<file path="config.mk">
export PLATFORM = sky130hd
export DESIGN_NAME = imm_gen
export DESIGN_NICKNAME = d
export VERILOG_FILES = /design/src/rtl/imm_gen_pkg.sv /design/src/rtl/imm_gen_decode.sv /design/src/rtl/imm_gen.sv
export SDC_FILE = /design/constraint.sdc
export NUM_CORES = 1
export LEC_CHECK = 0
export CAP_MARGIN = 5
export CELL_PAD_IN_SITES_DETAIL_PLACEMENT = 0
export CELL_PAD_IN_SITES_GLOBAL_PLACEMENT = 1
export CORE_ASPECT_RATIO = 1.75
export CORE_MARGIN = 10
export CORE_UTILIZATION = 29
export CTS_CLUSTER_DIAMETER = 60
export DETAILED_ROUTE_END_ITERATION = 10
export PLACE_DENSITY = 0.75
export SYNTH_ARGS = -nofsm -noshare
export SYNTH_HDL_FRONTEND = slang
export SYNTH_SLANG_ARGS = --single-unit
</file>
<file path="constraint.sdc">
create_clock -name i_clk -period 1.2 [get_ports i_clk]
set_clock_uncertainty 0.2 [all_clocks]
set_input_delay 0.12 -clock i_clk [delete_from_list [all_inputs] [get_ports i_clk]]
set_output_delay 0.12 -clock i_clk [all_outputs]
set_load 0.02 [all_outputs]
</file>
<file path="src/rtl/imm_gen_pkg.sv">
// =============================================================================
// Module      : imm_gen_pkg
// Description : Shared widths and immediate-format select encodings for the
//               RV32I immediate generator.
// Revision    : 1.0 - initial release
// =============================================================================
`default_nettype none

package imm_gen_pkg;

    localparam int XLEN  = 32;
    localparam int SEL_W = 3;

    localparam logic [SEL_W-1:0] IMM_I     = 3'd0;
    localparam logic [SEL_W-1:0] IMM_S     = 3'd1;
    localparam logic [SEL_W-1:0] IMM_B     = 3'd2;
    localparam logic [SEL_W-1:0] IMM_U     = 3'd3;
    localparam logic [SEL_W-1:0] IMM_J     = 3'd4;
    localparam logic [SEL_W-1:0] IMM_SHAMT = 3'd5;
    localparam logic [SEL_W-1:0] IMM_ZIMM  = 3'd6;
    localparam logic [SEL_W-1:0] IMM_RSVD  = 3'd7;

endpackage : imm_gen_pkg

`default_nettype wire

</file>
<file path="src/rtl/imm_gen_decode.sv">
// =============================================================================
// Module      : imm_gen_decode
// Description : Combinational RV32I immediate format mux (instruction, select
//               -> assembled 32-bit immediate).
// Revision    : 1.0 - initial release
// =============================================================================
`default_nettype none

module imm_gen_decode
    import imm_gen_pkg::*;
(
    input  logic [XLEN-1:0]  ins_i,
    input  logic [SEL_W-1:0] sel_i,
    output logic [XLEN-1:0]  imm_o
);

    // Sign always comes from bit 31; the opcode field is deliberately ignored.
    logic       w_sign;
    logic       w_unused_opcode;

    assign w_sign          = ins_i[31];
    assign w_unused_opcode = ^ins_i[6:0];

    always_comb begin
        imm_o = '0;
        case (sel_i)
            IMM_I:     imm_o = {{20{w_sign}}, ins_i[31:20]};
            IMM_S:     imm_o = {{20{w_sign}}, ins_i[31:25], ins_i[11:7]};
            IMM_B:     imm_o = {{19{w_sign}}, ins_i[31], ins_i[7],
                                ins_i[30:25], ins_i[11:8], 1'b0};
            IMM_U:     imm_o = {ins_i[31:12], 12'b0};
            IMM_J:     imm_o = {{11{w_sign}}, ins_i[31], ins_i[19:12],
                                ins_i[20], ins_i[30:21], 1'b0};
            IMM_SHAMT: imm_o = {27'b0, ins_i[24:20]};
            IMM_ZIMM:  imm_o = {27'b0, ins_i[19:15]};
            IMM_RSVD:  imm_o = '0;
            default:   imm_o = '0;
        endcase
    end

endmodule : imm_gen_decode

`default_nettype wire

</file>
<file path="src/rtl/imm_gen.sv">
// =============================================================================
// Module      : imm_gen
// Description : RV32I immediate generator with one registered pipeline stage
//               and valid qualifier. Optional macro IMM_GEN_SEL_ERR_EN adds
//               o_sel_err, flagging the reserved select.
// Revision    : 1.0 - initial release
// =============================================================================
`default_nettype none

module imm_gen
    import imm_gen_pkg::*;
(
    input  logic             i_clk,
    input  logic             i_rst,
    input  logic             i_valid,
    input  logic [XLEN-1:0]  i_instruction,
    input  logic [SEL_W-1:0] i_sel,
`ifdef IMM_GEN_SEL_ERR_EN
    output logic             o_sel_err,
`endif
    output logic             o_valid,
    output logic [XLEN-1:0]  o_dataout
);

    logic [XLEN-1:0] w_imm;
    logic [XLEN-1:0] dataout_d;
    logic [XLEN-1:0] dataout_q;
    logic            valid_q;

    imm_gen_decode u_decode (
        .ins_i (i_instruction),
        .sel_i (i_sel),
        .imm_o (w_imm)
    );

    // Data holds when no new input is offered; valid drops.
    assign dataout_d = i_valid ? w_imm : dataout_q;

    always_ff @(posedge i_clk or posedge i_rst) begin
        if (i_rst) begin
            dataout_q <= '0;
            valid_q   <= 1'b0;
        end else begin
            dataout_q <= dataout_d;
            valid_q   <= i_valid;
        end
    end

    assign o_dataout = dataout_q;
    assign o_valid   = valid_q;

`ifdef IMM_GEN_SEL_ERR_EN
    logic sel_err_d;
    logic sel_err_q;

    assign sel_err_d = i_valid && (i_sel == IMM_RSVD);

    always_ff @(posedge i_clk or posedge i_rst) begin
        if (i_rst) begin
            sel_err_q <= 1'b0;
        end else begin
            sel_err_q <= sel_err_d;
        end
    end

    assign o_sel_err = sel_err_q;
`endif

endmodule : imm_gen

`default_nettype wire

</file>
# Yosys cells after proc, flatten, opt, wreduce, memory -nomap -nowiden
# Index checks and enable logic that the tools add are counted.
# word_totals
register_bits	33
inputBits	38
output_inout_bits	33
elab_cells	11
# classes
mux	1
eq_ne	7
n_reduce_logical	1
# ops
cell	n
$pmux 32 s8	1
$eq 3x3->1 const B	4
$eq 3x2->1 const B	2
$eq 3x1->1 const B	1
$logic_not 3->1	1

# Logic depth before layout (Yosys ltp)
# logic_depth
ltp_word	2
depth_mapped	5
depth_no_buf	3

# By module
# A second synthesis with hierarchy kept.
# hier_totals
hier_cells	155
hier_area_um2	1960.6
# by_module_without_submodules
mod	cells_each	seq_area_each_um2	area_per_inst_um2	instances
imm_gen	70	825.8	1373.8	1
imm_gen_decode	85	0.0	586.8	1

# Least setup slack after synthesis
# Ideal clock, no wire load.
# synth_path
kind	input -> register
start	input i_sel[1]
end	register dataout_q[20], in the netlist o_dataout[20]
path_slack_ns	-0.020
t_required_ns	0.874
n_path_buf	2
setup_ns	0.126
path_stages	5
t_arrival_ns	0.893
path_cell_list	buf_6 > a21oi_1 > o211a_1 > buf_6 > a221o_1
# synth_via
elab_chain_len	2
word_cells_on_any_way	9
cone_classes	eq/ne: 7; mux: 1; reduce/logical: 1
# synth_rtl
element	line_no	text
start, declared	imm_gen.sv:17	input logic [SEL_W-1:0] i_sel,
$eq 3x3->1, or another cell as far along	imm_gen_decode.sv:26	case (sel_i)
$pmux 32 s8 (*)	imm_gen_decode.sv:26	
end signal, assigned	imm_gen.sv:44	dataout_q <= dataout_d;
end, declared	imm_gen.sv:27	logic [XLEN-1:0] dataout_q;
# Every way passes the cells marked *; elsewhere a longest branch is shown, timed or not.
# A chain may end at the register's enable or synchronous reset.

# Worst setup path after layout
# layout_path
start	input i_sel[1]
end	register dataout_q[8], in the netlist o_dataout[8]
# The elaborated chain is that of the path after synthesis.

==> impl_results.md <==
* Status: complete, no violations
* Vias at 1478
* CTS clock-pin slew for the worst setup and hold paths at 0.07 ns
* Setup crit start kind: input pin
* Hold EP: o_valid$_DFF_PP0_
* Crit path DAT at 1.15 ns
* Slew headroom at 84.7%
* Syn Area/Cell at 11.1 um^2
* YS warnings at 0
* RSZ-0062 raised after global routing: false
* FMAX at 850 MHz
* WL/cell at 18.5 um
* Synth area leaders: dfrtp_1 (57%), a221o_1 (7.5%), nor2_1 (3.9%), a22o_1 (3.6%), a21oi_1 (3.4%)
* Pins Over Slew Limit at 0
* Worst Slack Setup Final at 0.0233 ns
* WHS at 0.124 ns
* Top Ports at 71
* Synth async-reset ratio at 100%
* Fin cells at 285
* Initial Util at 29.6%
* Crit-path slowest cell: clkdlybuf4s15_1
* Syn nets at 169
* Fin area at 0.00246 mm^2
* CP max stage delay at 0.25 ns
* Worst-Margin Slew at 0.229 ns
* Worst Hold Class: in2reg
* Setup TNS at 0 ns
* Sink Count at 33
* Hpwl dp at 3840 um
* Clk Latency, worst-skew pair at 0.28 ns
* Total CTS buffers at 5
* Htree depth at 2
* Final hold vios at 0
* Worst IR drop on VDD at 0.000824 V
* FP Rows at 34
* Pleak at 1.16 nW
* Total Power at 2.97 mW
* Share of the synthesized area in the top cell type at 56.6%
* Post-layout min period at 1.18 ns
* Most numerous cell in the Yosys netlist: dfrtp_1
* WP data required at 1.17 ns
* Initial antenna violation count at 0
* CTS tree: yes
* Vias in the first global route at 1716
* Total core area at 0.00493 mm^2
* Full die area at 0.00838 mm^2
* NumNets Final at 268
* Syn Inst Count at 131
* Total track usage at 12.8%
* Die width at 73.6 um
* Top_reg_cell synth: dfrtp_1
* EDFF count, synth at 0
* Crit-path max FO at 6
* # Max-Cap Violations at 0
* Max clock buf depth at 2
* Post-Syn Area at 0.00146 mm^2
* Worst Setup SP: i_sel[1]
* DP Area at 0.00236 mm^2
* Hold Crit Depth at 2
* Routability cong. at 0.770
* Number of DRC markers in iteration 0 at 73
* Placed instance count at 271
* Hold Crit Start: i_valid
* Area grow syn2layout at 68.7%
* Pre-CTS setup slack at -1.06 ns
* Number of I/O port buffers at 63
* GR Overflow Total at 0
* CTS root buffer: clkbuf_8
* Period utilisation layout at 98.1%
* Top cells by count, synth: dfrtp_1 (33), nor2_1 (15), a221o_1 (11)
* Global-route wire length before repair at 8540 um
* DRC at 0
* Endpoint class of the critical path: flip-flop
* Critical R2R Launch: o_dataout[23]$_DFFE_PP0P_
* # diodes at 0
* Area leader, netlist: dfrtp_1
* P per Cell Area at 1210 mW/mm^2
* Layout cells sized above 1 at 42.9%
* Post-synthesis sequential area ratio at 56.6%
* Seq cells post-synth at 33
* Post-DRT Antenna Nets at 0
* Setup violators final at 0
* DR pass1 iterations at 4
* Layout Utilization at 49.9%
* Worst-path cell chain: clkdlybuf4s15_1, buf_6, nor2_2, buf_4, o21a_4, a22o_1
* Largest net degree at the start of global routing at 34
* Netlist cell types at 30
* Routed WL at 5280 um
* Reg2reg path depth at 2
* Vias/cell at 5.19
* Die H at 114 um
* Worst reg2reg endpoint: o_dataout[23]$_DFFE_PP0P_
* Critical path class: in2reg
* R2R Setup Slk at 0.03 ns
## where the power goes
part	internal [mW]	leakage, nW	switching (mW)	total [mW]
sequential	1.23	0.408	0.0613	1.29
combinational	0.422	0.711	0.439	0.861
clock	0.400	0.0439	0.418	0.818
## sequential cells by signal, indices dropped and copies added, names as in the netlist
register / cells
o_dataout: 32
o_valid: 1
## cell type report
class | instances | area, um^2
Fill cell | 485 | 2470
Timing Repair Buffer | 101 | 833
Sequential cell | 33 | 826
Multi-Input combinational cell | 84 | 629
Clock buffer | 5 | 68.8
Tap cell | 54 | 67.6
Inverter | 5 | 18.8
Clock inverter | 3 | 17.5
## kinds of logic after synthesis
group                     synth area share (%)
AOI/OAI and AO/OA                         26.6
buffers and inverters                     5.49
and+or+nand+nor                           9.95
muxes                                    0.772
DFF                                       56.6
xor gates and xnor gates                 0.600
## cell usage in the layout, fill, tap and decap left out, types with 2 or more instances in the layout
cell type | netlist | final
a22o_1 | 6 | 6
dfrtp_1 | 33 | 33
o21ai_2 | 0 | 4
a221o_1 | 11 | 11
a32oi_1 | 5 | 4
clkdlybuf4s50_1 | 0 | 25
nor2_1 | 15 | 14
buf_2 | 4 | 32
a21oi_1 | 10 | 8
nand3b_1 | 2 | 2
buf_6 | 2 | 7
inv_2 | 2 | 2
o21ai_0 | 9 | 2
nand2_1 | 2 | 2
buf_4 | 1 | 27
a21oi_2 | 0 | 2
nand3_1 | 5 | 5
clkbuf_2 | 0 | 2
clkbuf_8 | 0 | 5
a31oi_1 | 5 | 5
o21ai_1 | 0 | 3
buf_12 | 0 | 3
inv_1 | 3 | 3
clkinv_2 | 0 | 2
clkdlybuf4s15_1 | 0 | 2
## worst max-delay path by stage
| stage | endpoint | slack, ns | cells past startpoint |
|---|---|---|---|
| 3_3_place_gp | o_dataout[25]$_DFFE_PP0P_ | -0.95 | 4 |
| 2_1_floorplan | o_dataout[20]$_DFFE_PP0P_ | -0.003 | 5 |
| 4_1_cts | o_dataout[14]$_DFFE_PP0P_ | -0.004 | 7 |
| 5_1_grt | o_dataout[4] | 0.003 | 1 |
| 3_5_place_dp | o_dataout[23]$_DFFE_PP0P_ | -1.06 | 4 |
| 6_report | o_dataout[8]$_DFFE_PP0P_ | 0.02 | 6 |
## routing by layer
metal  part of all wire, %  track usage (%)  up-vias
li1                      -                -      696
met1                    38             13.1      713
met2                    52             22.1       57
met3                   7.4             4.78       12
met4                   2.6             5.49        0
met5                     0                0        -
## repair_timing
action | CTS | global route
endpoints found under the setup margin | 65 | 30
cloned | 3 | 0
endpoints found under the hold margin | 33 | 0
resized for setup | 152 | 25
pin swaps | 5 | 11
hold buffers | 1 | 0
setup buffers | 1 | 1
## worst max-delay path, delay by kind of cell
family	cells	cell delay, ns
buffers and inverters	3	0.54
AOI/OAI and AO/OA	2	0.43
and+or+nand+nor	1	0.05
No activity file was read; power rests on OpenSTA's default activity.
